File: src/rtl/tx_frame_arbiter.sv
// tx_frame_arbiter: frame-granular round-robin arbiter onto the MAC tx AXI-Stream port.
// Define TX_ARB_IFG_EN to force IFG_CYCLES idle cycles after every frame.
module tx_frame_arbiter #(
    parameter int NUM_SRC    = 2,
    parameter int DATA_W     = 8,
    parameter int LEN_W      = 12,
    parameter int IFG_CYCLES = 12
) (
    input  logic                      clk,
    input  logic                      rst,
    input  logic [NUM_SRC*DATA_W-1:0] s_tdata,
    input  logic [NUM_SRC-1:0]        s_tvalid,
    input  logic [NUM_SRC-1:0]        s_tlast,
    output logic [NUM_SRC-1:0]        s_tready,
    output logic [DATA_W-1:0]         m_tdata,
    output logic                      m_tvalid,
    output logic                      m_tlast,
    input  logic                      m_tready,
    output logic [NUM_SRC-1:0]        grant,
    output logic                      busy,
    output logic [LEN_W-1:0]          frame_len,
    output logic                      frame_len_vld,
    output logic [15:0]               frame_cnt
);
    localparam int PTR_W = $clog2(NUM_SRC);
`ifdef TX_ARB_IFG_EN
    localparam int IFG_W = $clog2(IFG_CYCLES + 2);
    typedef enum logic [1:0] {IDLE, SEND, IFG} state_t;
    logic [IFG_W-1:0] ifg_cnt;
`else
    typedef enum logic [0:0] {IDLE, SEND} state_t;
`endif
    state_t           state;
    logic [PTR_W-1:0] rr_ptr, gidx, sel;
    logic [PTR_W:0]   cand;
    logic [LEN_W-1:0] len_cnt, len_inc;
    logic             send, xfer;

    assign send     = state == SEND;
    assign m_tvalid = send & s_tvalid[gidx];
    assign m_tlast  = send & s_tlast[gidx];
    assign m_tdata  = send ? s_tdata[gidx*DATA_W +: DATA_W] : '0;
    assign s_tready = send ? NUM_SRC'(m_tready) << gidx : '0;
    assign busy     = state != IDLE;
    assign xfer     = m_tvalid & m_tready;
    assign len_inc  = &len_cnt ? len_cnt : len_cnt + 1'b1;

    // Walk candidates from the far end so the one closest to rr_ptr wins.
    always_comb begin
        sel  = rr_ptr;
        cand = '0;
        for (int k = NUM_SRC - 1; k >= 0; k--) begin
            cand = {1'b0, rr_ptr} + (PTR_W+1)'(k);
            cand = cand >= (PTR_W+1)'(NUM_SRC) ? cand - (PTR_W+1)'(NUM_SRC) : cand;
            sel  = s_tvalid[cand[PTR_W-1:0]] ? cand[PTR_W-1:0] : sel;
        end
    end

    always_ff @(posedge clk) begin
        if (rst) begin
            state         <= IDLE;
            grant         <= '0;
            rr_ptr        <= '0;
            gidx          <= '0;
            len_cnt       <= '0;
            frame_len     <= '0;
            frame_len_vld <= 1'b0;
            frame_cnt     <= '0;
`ifdef TX_ARB_IFG_EN
            ifg_cnt       <= '0;
`endif
        end else begin
            frame_len_vld <= 1'b0;
            case (state)
                IDLE: if (|s_tvalid) begin
                    grant <= NUM_SRC'(1) << sel;
                    gidx  <= sel;
                    state <= SEND;
                end
                SEND: if (xfer) begin
                    len_cnt <= m_tlast ? '0 : len_inc;
                    if (m_tlast) begin
                        frame_len     <= len_inc;
                        frame_len_vld <= 1'b1;
                        frame_cnt     <= frame_cnt + 1'b1;
                        rr_ptr        <= gidx == PTR_W'(NUM_SRC - 1) ? '0 : gidx + 1'b1;
                        grant         <= '0;
`ifdef TX_ARB_IFG_EN
                        ifg_cnt       <= IFG_W'(IFG_CYCLES);
                        state         <= IFG;
`else
                        state         <= IDLE;
`endif
                    end
                end
`ifdef TX_ARB_IFG_EN
                IFG: begin
                    ifg_cnt <= ifg_cnt <= 1 ? '0 : ifg_cnt - 1'b1;
                    state   <= ifg_cnt <= 1 ? IDLE : IFG;
                end
`endif
                default: state <= IDLE;
            endcase
        end
    end
endmodule

File: config.mk
export PLATFORM = sky130hd
export DESIGN_NAME = tx_frame_arbiter
export DESIGN_NICKNAME = d
export VERILOG_FILES = /design/src/rtl/tx_frame_arbiter.sv
export SDC_FILE = /design/constraint.sdc
export NUM_CORES = 1
export LEC_CHECK = 0
export ABC_AREA = 1
export ABC_CLOCK_PERIOD_IN_PS = 1800
export BUFFER_PORTS_ARGS = -buffer_cell sky130_fd_sc_hd__buf_2
export CAP_MARGIN = 20
export CELL_PAD_IN_SITES_DETAIL_PLACEMENT = 2
export CELL_PAD_IN_SITES_GLOBAL_PLACEMENT = 2
export CORE_UTILIZATION = 27
export DETAILED_ROUTE_END_ITERATION = 8
export MAX_ROUTING_LAYER = met4
export PLACE_DENSITY_LB_ADDON = 0.1
export SYNTH_ARGS = -nofsm -noshare
export SYNTH_HDL_FRONTEND = slang
export SYNTH_SLANG_ARGS = --single-unit
File: constraint.sdc
create_clock -name clk -period 1.8 [get_ports clk]
set_input_delay 0.09 -clock clk [delete_from_list [all_inputs] [get_ports clk]]
set_output_delay 0.09 -clock clk [all_outputs]
set_load 0.1 [all_outputs]
## After elaboration in Yosys (flattened, before gate mapping)

Index checks and enable logic that the tools add are counted.

| cells by class | value |
|---|---|
| reduce and logical (&&, ||, !) cells | 7 |
| equal/unequal tests | 3 |
| $add $sub $neg | 6 |
| shift-type cells | 3 |
| magnitude comparators | 5 |
| bitwise gates (word level) | 5 |
| multiplexer cells | 26 |

Operators by type and width:

| cell | number |
|---|---|
| $mux W12 | 2 |
| $mux W1 | 17 |
| $add A16 B1 Y16 const B | 1 |
| $shiftx A16 B5 Y8 | 1 |
| $add A12 B1 Y12 const B | 1 |
| $reduce_and A12 Y1 | 1 |
| $mux W2 | 4 |
| $mux W8 | 1 |
| $lt A1 B2 Y1 const B | 3 |
| $reduce_and A3 Y1 | 2 |
| $ne A2 B2 Y1 const B | 2 |
| $pmux W2 S2 | 1 |
| $reduce_and A2 Y1 | 2 |
| $and A1 B1 Y1 | 3 |
| $reduce_or A3 Y1 | 1 |
| $add A1 B1 Y2 const B | 1 |
| $ge A1 B2 Y1 const B | 1 |
| $ge A2 B2 Y1 const B | 1 |
| $ne A2 B1 Y1 const B | 1 |
| $not A1 Y1 | 2 |
| $pmux W1 S2 | 1 |
| $reduce_or A2 Y1 | 1 |
| $shl A1 B1 Y2 | 1 |
| $shl A1 B1 Y2 const A | 1 |
| 2 further kinds | 3 |

| storage, ports and cells | value |
|---|---|
| register bits after elaboration | 46 |
| bits of input ports | 23 |
| output and inout port bits | 44 |
| word-level logic and storage cells | 63 |

## Depth between registers and ports, before layout

Gate-level depths: netlist of run 1.

| depth | value |
|---|---|
| depth after elaboration | 10 |
| depth in mapped cells | 9 |
| depth with buffers taken out | 9 |

## Worst setup path before layout of run 1

OpenSTA, ideal clock, no wires.

| timing path | value |
|---|---|
| path type | reg2out |
| start | reg state (netlist: busy) |
| end | out s_tready[0] |
| data arrival time | 3.228 ns |
| slack | -1.518 ns |
| stages on the path, launching flop included | 3 |
| cell sequence | dfxtp_1 inv_2 nor3_1 |

| between the ends | value |
|---|---|
| word-level cells in the longest chain between the ends | 1 |

Ends and longest elaborated chain:

| what | RTL line | RTL |
|---|---|---|
| start, declared | 33 | `state_t state;` |
| start signal, assigned | 61 | `state <= IDLE;` |
| start signal, assigned | 78 | `state <= SEND;` |
| start signal, assigned | 92 | `state <= IDLE;` |
| $mux W2 | 43 | `assign s_tready = send ? NUM_SRC'(m_tready) << gidx : '0;` |
| end, declared | 14 | `output logic [NUM_SRC-1:0] s_tready,` |

Every way passes these cells.

## Final worst setup path of run 1

| timing path | value |
|---|---|
| start | reg gidx |
| end | out m_tdata[7] |

| between the ends | value |
|---|---|
| word-level cells in the longest chain between the ends | 2 |

Ends and longest elaborated chain:

| what | RTL line | RTL |
|---|---|---|
| start, declared | 34 | `logic [PTR_W-1:0] rr_ptr, gidx, sel;` |
| start signal, assigned | 77 | `gidx <= sel;` |
| $shiftx A16 B5 Y8 | 42 | `assign m_tdata = send ? s_tdata[gidx*DATA_W +: DATA_W] : '0;` |
| $mux W8 | 42 |  |
| end, declared | 15 | `output logic [DATA_W-1:0] m_tdata,` |

Every way passes these cells.

==> results of run 1 <==
synth_stat cells (2+ instances only):
cell	n	share of area, %
o21ai_0	24	4.9
nand4_1	8	2.1
nand3b_1	3	0.92
ha_1	2	1.0
dfxtp_1	46	38
buf_2	6	1.2
a21oi_1	29	5.9
nor2_4	2	0.92
o21ai_1	8	1.6
inv_2	2	0.31
inv_1	30	4.6
nor2_2	3	0.77
nand3_1	23	4.7
clkbuf_1	7	1.1
nor3_1	6	1.2
nand2_1	106	16
xnor2_1	2	0.72
nor2_1	73	11
a31oi_1	2	0.51
sequential cells by signal, summed over array words and instances, names as in the netlist:
name           count
gidx               1
grant              2
rr_ptr             1
busy               1
frame_cnt         16
frame_len         12
len_cnt           12
frame_len_vld      1
placed cells by master, fill, tap and decap left out:
cell type | Yosys | routed
a211oi_1 | 1 | 1
a21oi_1 | 29 | 29
a31oi_1 | 2 | 2
buf_12 | 0 | 3
buf_2 | 6 | 59
buf_4 | 1 | 10
bufinv_16 | 0 | 1
clkbuf_4 | 0 | 5
clkbuf_8 | 0 | 5
clkinv_2 | 0 | 2
clkinvlp_4 | 0 | 1
dfxtp_1 | 46 | 33
dfxtp_2 | 0 | 12
dfxtp_4 | 0 | 1
ha_1 | 2 | 2
inv_1 | 30 | 29
inv_2 | 2 | 2
inv_6 | 0 | 1
nand2_1 | 106 | 105
nand2_2 | 0 | 1
nand3_1 | 23 | 21
nand3_2 | 1 | 3
nand3b_1 | 3 | 3
nand4_1 | 8 | 8
nor2_1 | 73 | 62
nor2_2 | 3 | 4
nor2_4 | 2 | 12
nor3_1 | 6 | 4
nor3_2 | 0 | 2
o21ai_0 | 24 | 24
o21ai_1 | 8 | 8
or2_1 | 1 | 1
or2_2 | 1 | 1
xnor2_1 | 2 | 2
layer usage:
metal	vias up	global-route usage, %
met3	8	2.806
met4	0	3.789
met5	-	-
met2	45	33.32
met1	1378	24.99
li1	1380	-
kinds of logic (layout without fill, tap and decap cells):
kind of cell               count (synthesis)  count (layout)  synth area share [%]
buffers and inverters                     48             118                 8.150
adders and majority gates                  2               2                 1.025
xor gates and xnor gates                   2               2                0.7177
AOI/OAI and AO/OA                         64              64                 13.33
and+or+nand+nor                          227             227                 39.06
DFF                                       46              46                 37.72
worst min-delay path: cells and delay by family:
kind                   cells  cell delay (ns)
buffers and inverters      2             0.19
AND/OR/NAND/NOR            2             0.11
through the flow:
stage                     hold WS, ns  std cells  power [mW]
after floorplan                0.1517        389       1.456
after global placement         0.4276        559       1.565
after detailed placement       0.4481        559       1.574
after CTS                      0.1091        567       2.408
after global routing           0.1202        567       2.476
final                          0.1135        567       2.374
power by group:
group	leakage (nW)	switching [mW]	internal (mW)	total [mW]
clock	0.0585	0.405	0.417	0.822
sequential	0.378	0.0205	1.03	1.06
combinational	0.924	0.390	0.107	0.497
area by class of cell:
type	instances	area (sq um)	share of cell area, %
clock inverters	3	43.79	1.366
inverters	33	128.9	4.020
repair buffers	77	467.9	14.60
clock buffers	5	68.82	2.147
well taps	108	135.1	4.215
flip-flops and latches	46	939.7	29.31
multi-input cells	295	1421	44.34
worst max path at each step:
| stage | from | endpoint | slack [ns] | depth (start not counted) |
|---|---|---|---|---|
| floorplan | busy$_SDFF_PP0_ | s_tready[0] | -0.15 | 2 |
| global placement | len_cnt[0]$_SDFFE_PP0P_ | len_cnt[8]$_SDFFE_PP0P_ | 0.13 | 8 |
| detailed placement | len_cnt[0]$_SDFFE_PP0P_ | len_cnt[8]$_SDFFE_PP0P_ | 0.05 | 8 |
| CTS | len_cnt[0]$_SDFFE_PP0P_ | len_cnt[7]$_SDFFE_PP0P_ | 0.02 | 8 |
| global route | gidx$_SDFFE_PP0P_ | m_tdata[0] | 0.04 | 5 |
| finish | gidx$_SDFFE_PP0P_ | m_tdata[7] | 0.14 | 5 |
what timing repair did:
item,4_1_cts,5_1_grt
cloned,0,0
gates resized for setup,3,10
setup buffers,0,0
setup endpoints to repair,9,26
==> out/results.ini, run 1 <==
[status]
status=finished, final reports clean

[timing]
max_freq_mhz=602.2
max_slew.worst_pin.slew_ns=0.5011
fin_setup_tns_ns=0
skew_ns=0.008901
max_slew_margin_pct=66.82
worst_slack_ns=0.1394
final-hold-violation-count=0
fin_crit_sh_pct=92.26
post-route-min-period_ns=1.661
rsz0062_at_grt=false
slew_viol_final=0
setup_viol=0

[final_layout]
stdcell_area_sq_mm=0.003206
syn_to_final_growth_pct=31.32
utilization_pct=36.76
nets=483
antenna_cells=0
drive_gt1_share_pct=27.23
nFillCells=1077

[clock_tree]
cts_tree=done
ctsHoldBuffers=0
path_clk_slew_ns=0.09
cts_sinks=46
numCtsBuffers=5
root_buffer=clkbuf_8
ctsLongestPathBuffers=2
htree_levels=2
insertion_delay_ns=0.31

[global_routing]
grt_pass1_wl_mm=14.66
antenna_found_initial=0
grt_max_degree=29
grt_util_all_layers_pct=19.64
overflow=0
grt_pass1_vias=2920

[critical_path]
start_kind=register
crit_slowest_cell=buf_2
critPathMaxFanout=10
worstReg2RegStart=len_cnt[1]$_SDFFE_PP0P_
crit_required_ns=1.71
crit_path_cell_trace=buf_4 > clkinv_2 > nor2_1 > nor2_4 > buf_2
crit_type=register to output pin
r2r_setup_slack_ns=0.18
crit_arrival_ns=1.57
end_kind=output pin
critPathTopFamily=buffers and inverters
crit_path_max_incr_delay_ns=0.42
ff2ff_path_depth=8
cp_num_buf_inv=3
r2r_end=len_cnt[4]$_SDFFE_PP0P_

[detailed_routing]
dr.pass1.iters=4
drcViolationCount=0
vias=2811
met2WireLength_mm=4.213
drtIter0Drc=86
ant_nets=0
wirelength_mm=8.613
routed_via_density=4.958
routedWlPerCell_microns=15.19
met3WireLength_microns=238
drt-met1-wl_mm=4.103
top_layer_used=met4

[synth]
ys_seq_elements=46
synth_nets=414
yosysSeqAreaShare_pct=37.72
ys.flop_type=dfxtp_1
synth_warnings=0
synth_area_sq_mm=0.002441
synth_edf_count=0
synth_async_sr_flop_share_pct=0
synthCells=389
postSynthAreaPerCell_sq_um=6.275
synth_cell_types=26

[placement]
placed_cell_area_sq_mm=0.003059
place_hpwl_mm=6.311
gp_congestion=0.7924
portBuffers=66
dp_slack_ns=0.05356

[min_path]
min_to=frame_cnt[9]$_SDFFE_PP0P_
hold_start=rst
hold_path.class=primary input to register
hold_depth=4

[job]
cap_violations=0

[power]
p_leak_nw=1.361
vdd_drop_max_uv=300.6
powerDensity_mw_per_mm2=740.7

[floorplanning]
ioPinCount=67
start_util_pct=27.99
fp.dieW_microns=97.09
core_sq_mm=0.008721
die_area_sq_mm=0.009426
row_count=34
die_h_microns=97.09

(Power assumes the default switching activity.)
==> inputs of run 2 (changes only) <==
--- a/config.mk
+++ b/config.mk
@@ -6,7 +6,7 @@
 export NUM_CORES = 1
 export LEC_CHECK = 0
 export ABC_AREA = 1
-export ABC_CLOCK_PERIOD_IN_PS = 1800
+export ABC_CLOCK_PERIOD_IN_PS = 1780
 export BUFFER_PORTS_ARGS = -buffer_cell sky130_fd_sc_hd__buf_2
 export CAP_MARGIN = 20
 export CELL_PAD_IN_SITES_DETAIL_PLACEMENT = 2
==> constraint.sdc (replaced) <==
create_clock -name clk -period 1.78 [get_ports clk]
set_input_delay 0.089 -clock clk [delete_from_list [all_inputs] [get_ports clk]]
set_output_delay 0.089 -clock clk [all_outputs]
set_load 0.1 [all_outputs]
==> out/results.ini, run 2 (same netlist as run 1, synthesis figures left out) <==
[status]
status=finished, final reports clean

[timing]
post-route-min-period_ns=1.660
max_slew_margin_pct=66.89  ; about the same
max_slew.worst_pin.slew_ns=0.5001  ; -0.001005 ns
setup_viol=0  ; unchanged
fin_setup_tns_ns=0  ; unchanged
slew_viol_final=0  ; unchanged
fin_crit_sh_pct=93.26
skew_ns=0.006865  ; -0.002036 ns
max_freq_mhz=602.4
rsz0062_at_grt=false
worst_slack_ns=0.1199  ; -0.01943 ns
final-hold-violation-count=0  ; unchanged

[critical_path]
crit_path_max_incr_delay_ns=0.42  ; about the same
r2r_setup_slack_ns=0.18  ; about the same
ff2ff_path_depth=8  ; unchanged
r2r_end=frame_cnt[5]$_SDFFE_PP0P_
startpoint=gidx$_SDFFE_PP0P_
end_kind=output pin
critPathMaxFanout=10  ; unchanged
crit_arrival_ns=1.57  ; about the same
worstReg2RegStart=busy$_SDFF_PP0_
crit_type=register to output pin
crit_required_ns=1.69  ; -0.02 ns
crit_path_cell_trace=buf_4 > clkinv_2 > nor2_2 > nor2_4 > buf_2
crit_slowest_cell=dfxtp_1
start_kind=register

[final_layout]
regMostFlops=frame_cnt
nets=488  ; +1.0%
final_common_cell=nand2_1
top_regs=frame_cnt x16, frame_len x12, len_cnt x12
final_cell_mix=nand2_1 (106), nor2_1 (61), buf_2 (58), dfxtp_1 (34)
utilization_pct=37.00  ; +0.24 points
antenna_cells=0  ; unchanged
nFillCells=1069  ; -0.74%
syn_to_final_growth_pct=32.19
largest_reg_flops=16  ; unchanged
drive_gt1_share_pct=27.37  ; +0.14 points

[floorplanning]
fp.dieW_microns=97.09  ; unchanged
ioPinCount=67  ; unchanged
die_area_sq_mm=0.009426  ; unchanged
die_h_microns=97.09  ; unchanged
core_sq_mm=0.008721  ; unchanged
start_util_pct=27.99  ; unchanged
row_count=34  ; unchanged

[global_routing]
grt_max_degree=23  ; -21%
overflow=0  ; unchanged
grt_pass1_wl_mm=15.00  ; +2.3%
grt_util_all_layers_pct=19.95  ; +0.32 points
antenna_found_initial=0  ; unchanged
grt_pass1_vias=3082  ; +5.5%

[clock_tree]
htree_levels=2  ; unchanged
insertion_delay_ns=0.30  ; about the same
path_clk_slew_ns=0.09  ; about the same
cts_sinks=46  ; unchanged
cts_tree=done
root_buffer=clkbuf_8
ctsLongestPathBuffers=2  ; unchanged
numCtsBuffers=5  ; unchanged
ctsHoldBuffers=0  ; unchanged

[power]
vdd_drop_max_uv=348.2  ; +16%
powerDensity_mw_per_mm2=729.5  ; -1.5%
fin_total_pwr_mw=2.354  ; -0.86%
p_leak_nw=1.379  ; +1.3%

[detailed_routing]
drcViolationCount=0  ; unchanged
routed_via_density=4.897  ; -1.2%
drtIter0Drc=71  ; -17%
routedWlPerCell_microns=15.50  ; +2.0%
wirelength_mm=8.867  ; +2.9%
vias=2801  ; -0.36%
dr.pass1.iters=4  ; unchanged
ant_nets=0  ; unchanged

[placement]
dp_slack_ns=0.1813  ; +0.1277 ns
place_hpwl_mm=6.671  ; +5.7%
gp_congestion=0.7620  ; -3.8%
portBuffers=66  ; unchanged

[job]
cap_violations=0  ; unchanged

[min_path]
min_to=grant[0]$_SDFFE_PP0P_
hold_start=s_tvalid[0]
hold_depth=3  ; -1
hold_path.class=primary input to register

-- run 2: stage by stage --
| stage | std cells | hold WS [ns] | area (sq um) |
|---|---|---|---|
| 3_3_place_gp | 564 | 0.4454 | 3088 |
| 3_5_place_dp | 564 | 0.4500 | 3088 |
| 5_1_grt | 572 | 0.1395 | 3227 |
| 4_1_cts | 572 | 0.1316 | 3213 |
| 6_report | 572 | 0.1357 | 3227 |
| 2_1_floorplan | 389 | 0.1507 | 2547 |
-- run 2: final cells by class --
class	count	area [sq um]	area share, %
clock buffers	7	76.32	2.365
flip-flops and latches	46	940.9	29.16
clock inverters	1	30.03	0.9306
multi-input cells	295	1416	43.89
inverters	33	128.9	3.994
well taps	108	135.1	4.188
repair buffers	82	499.2	15.47
-- run 2: timing repair --
| action | in CTS | in global routing |
|---|---|---|
| endpoints found under the setup margin | 9 | 9 |
| setup buffers | 0 | 0 |
| resized for setup | 8 | 4 |
-- run 2: worst max-delay path by stage --
stage | to | depth (start not counted)
floorplan | s_tready[0] | 2
finish | m_tdata[3] | 5
global placement | len_cnt[7]$_SDFFE_PP0P_ | 8
detailed placement | len_cnt[1]$_SDFFE_PP0P_ | 7
global route | m_tdata[5] | 5
CTS | m_tdata[6] | 5
-- run 2: worst max-delay path, delay by kind of cell (launching register included) --
family	cells	cell delay (ns)
buffers and inverters	3	0.63
flip-flops	1	0.42
AND/OR/NAND/NOR	2	0.22
-- run 2: metal layers --
layer,routed length (microns),global-route usage (%),up-vias
li1,-,-,1391
met1,4103,24.64,1353
met2,4415,35.21,51
met3,294,2.734,6
met4,53,3.100,0
met5,0,-,-
-- run 2: power breakdown --
group	internal [mW]	switching, mW	total (mW)
clock	0.421	0.357	0.778
combinational	0.114	0.398	0.513
sequential	1.04	0.0196	1.06
total	1.58	0.775	2.35
==> inputs of run 3 (changes only) <==
--- a/config.mk
+++ b/config.mk
@@ -11,6 +11,7 @@
 export CAP_MARGIN = 20
 export CELL_PAD_IN_SITES_DETAIL_PLACEMENT = 2
 export CELL_PAD_IN_SITES_GLOBAL_PLACEMENT = 2
+export CORE_ASPECT_RATIO = 1.25
 export CORE_UTILIZATION = 27
 export DETAILED_ROUTE_END_ITERATION = 8
 export MAX_ROUTING_LAYER = met4
==> constraint.sdc (replaced) <==
create_clock -name clk -period 1.78 [get_ports clk]
set_input_delay 0.089 -clock clk [delete_from_list [all_inputs] [get_ports clk]]
set_output_delay 0.089 -clock clk [all_outputs]
set_load 0.01 [all_outputs]
==> out/results.ini, run 3 (same netlist as run 1, synthesis figures left out) <==
[status]
status=finished, final reports clean

[timing]
setup_viol=0  ; unchanged
post-route-min-period_ns=1.642  ; -0.01788 ns
max_slew.worst_pin.slew_ns=0.4083  ; -0.09177 ns
max_freq_mhz=608.9  ; +1.1%
hold_slack_ns=0.1422  ; +0.006480 ns
rsz0062_at_grt=false
fin_crit_sh_pct=92.26  ; -1.0 points
skew_ns=0.01170  ; +0.004837 ns
max_slew_margin_pct=72.57  ; +5.7 points
slew_viol_final=0  ; unchanged
final-hold-violation-count=0  ; unchanged

[min_path]
hold_start=s_tvalid[0]
min_to=grant[0]$_SDFFE_PP0P_
hold_depth=3  ; unchanged
hold_path.class=primary input to register

[final_layout]
final_common_cell=nand2_1
largest_reg_flops=16  ; unchanged
antenna_cells=0  ; unchanged
utilization_pct=35.35  ; -1.6 points
final_cell_mix=nand2_1 (105), nor2_1 (73), buf_2 (66), dfxtp_1 (45), inv_1 (30)
nFillCells=1139  ; +6.5%
nets=487  ; -0.20%
ff_latch_area_sq_um=922.1  ; -2.0%
multi_input_area_sq_mm=0.001334  ; -5.8%
top_regs=frame_cnt x16, frame_len x12, len_cnt x12
stdcell_area_sq_mm=0.003093  ; -4.1%
syn_to_final_growth_pct=26.70
regMostFlops=frame_cnt
drive_gt1_share_pct=21.60  ; -5.8 points

[detailed_routing]
vias=2800  ; -0.036%
routedWlPerCell_microns=14.34  ; -7.5%
dr.pass1.iters=4  ; unchanged
drtIter0Drc=74  ; +4.2%
wirelength_mm=8.358  ; -5.7%
drcViolationCount=0  ; unchanged
routed_via_density=4.803  ; -1.9%
ant_nets=0  ; unchanged

[floorplanning]
ioPinCount=67  ; unchanged
core_sq_mm=0.008748  ; +0.32%
start_util_pct=27.90  ; -0.088 points
fp.dieW_microns=87.05  ; -10%
row_count=38  ; +12%
die_area_sq_mm=0.009428  ; about the same
die_h_microns=108.3  ; +12%

[placement]
place_hpwl_mm=6.578  ; -1.4%
portBuffers=66  ; unchanged
placed_cell_area_sq_mm=0.002972  ; -3.8%
gp_congestion=0.7997  ; +4.9%

[power]
powerDensity_mw_per_mm2=669.5  ; -8.2%
p_sw_mw=0.5151  ; -34%
power_frac_seq_pct=51.2  ; +6.0 points
vdd_drop_max_uv=286.9  ; -18%
p_leak_nw=1.365  ; -1.0%
clkPwrFrac_pct=37.7  ; +4.7 points
fin_total_pwr_mw=2.071  ; -12%
switching_share_pct=24.87  ; -8.0 points
p_int_mw=1.556  ; -1.5%
p_comb_share_pct=11.0  ; -11 points

[clock_tree]
numCtsBuffers=5  ; unchanged
ctsHoldBuffers=0  ; unchanged
root_buffer=clkbuf_8
insertion_delay_ns=0.30  ; about the same
htree_levels=2  ; unchanged
cts_sinks=46  ; unchanged
post_cts_buffers=0  ; unchanged
path_clk_slew_ns=0.08  ; about the same
ctsLongestPathBuffers=2  ; unchanged
cts_tree=done

[critical_path]
path_common_cell=nor2_1
critPathMaxFanout=7  ; -3
worstReg2RegStart=len_cnt[0]$_SDFFE_PP0P_
start_kind=register
crit_path_max_incr_delay_ns=0.35  ; -0.07 ns
end_kind=register
ff2ff_path_depth=8  ; unchanged
crit_arrival_ns=1.87  ; +0.30 ns
r2r_setup_slack_ns=0.14  ; -0.04 ns
crit_path_cell_trace=ha_1 > nand2_2 > nor2_4 > nand3_2 > buf_4 > nand3_1 > nor2_1 > nor2_1
crit_type=register to register
crit_slowest_cell=dfxtp_1
r2r_end=frame_len[7]$_SDFFE_PP0P_
crit_required_ns=2.01  ; +0.32 ns

[global_routing]
grt_pass1_vias=2902  ; -5.8%
grt_max_degree=28  ; +22%
grt_pass1_wl_mm=13.79  ; -8.0%
grt_util_all_layers_pct=19.21  ; -0.74 points
antenna_found_initial=0  ; unchanged
overflow=0  ; unchanged

[job]
cap_violations=0  ; unchanged

run 3: cell count changes in the layout (fill, tap and decap cells not counted), sizes merged:
| cell | before | now |
|---|---|---|
| inv | 31 | 32 |
| clkinvlp | 1 | 0 |
| clkbuf | 8 | 7 |
run 3: final cells by class:
| class | count | area share (%) |
|---|---|---|
| multi-input combinational | 295 | 43.12 |
| clock buffer | 7 | 2.468 |
| timing repair buffer | 81 | 14.72 |
| inverter | 33 | 4.045 |
| tap | 120 | 4.854 |
| clock inverter | 1 | 0.9709 |
| sequential | 46 | 29.81 |
run 3: how the worst max path moves through the flow:
stage	startpoint	to	slack, ns	cells after the start
2_1_floorplan	len_cnt[0]$_SDFFE_PP0P_	frame_len[0]$_SDFFE_PP0P_	0.38	9
3_3_place_gp	len_cnt[0]$_SDFFE_PP0P_	len_cnt[1]$_SDFFE_PP0P_	-0.09	7
3_5_place_dp	len_cnt[0]$_SDFFE_PP0P_	len_cnt[1]$_SDFFE_PP0P_	-0.14	7
4_1_cts	len_cnt[0]$_SDFFE_PP0P_	frame_len[7]$_SDFFE_PP0P_	0.03	8
5_1_grt	len_cnt[0]$_SDFFE_PP0P_	len_cnt[7]$_SDFFE_PP0P_	0.008	8
6_report	len_cnt[0]$_SDFFE_PP0P_	frame_len[7]$_SDFFE_PP0P_	0.14	8
run 3: power by group through the flow:
stage	combinational [mW]	sequential, mW	clock (mW)
after detailed placement	0.234	1.09	0
after floorplan	0.119	1.09	0
after global placement	0.227	1.08	0
after CTS	0.236	1.06	0.811
final	0.229	1.06	0.781
after global routing	0.258	1.06	0.853
run 3: worst max-delay path, delay by kind of cell, from the launching register on:
kind / cells / cell delay (ns)
and+or+nand+nor: 6 / 0.79
DFF: 1 / 0.35
adders and majority gates: 1 / 0.21
buffers and inverters: 1 / 0.21
run 3: repair_timing:
action	4_1_cts	5_1_grt
hold endpoints to repair	0	0
gates resized for setup	4	2
setup endpoints to repair	17	14
run 3: routing by layer:
metal,track usage (%),vias to the layer above,share of wire (%)
met5,-,-,0
met4,4.286,0,0.91
met3,2.443,5,2.4
met2,36.78,32,55
met1,20.75,1369,42
li1,-,1394,-
run 3: metrics by stage:
stage / setup slack [ns] / std cells / setup TNS [ns]
final: 0.1378 / 583 / 0
after floorplan: 0.3780 / 389 / 0
after global placement: -0.08943 / 575 / -0.1764
after global routing: 0.008206 / 583 / 0
after CTS: 0.02975 / 583 / 0
after detailed placement: -0.1422 / 575 / -0.5861
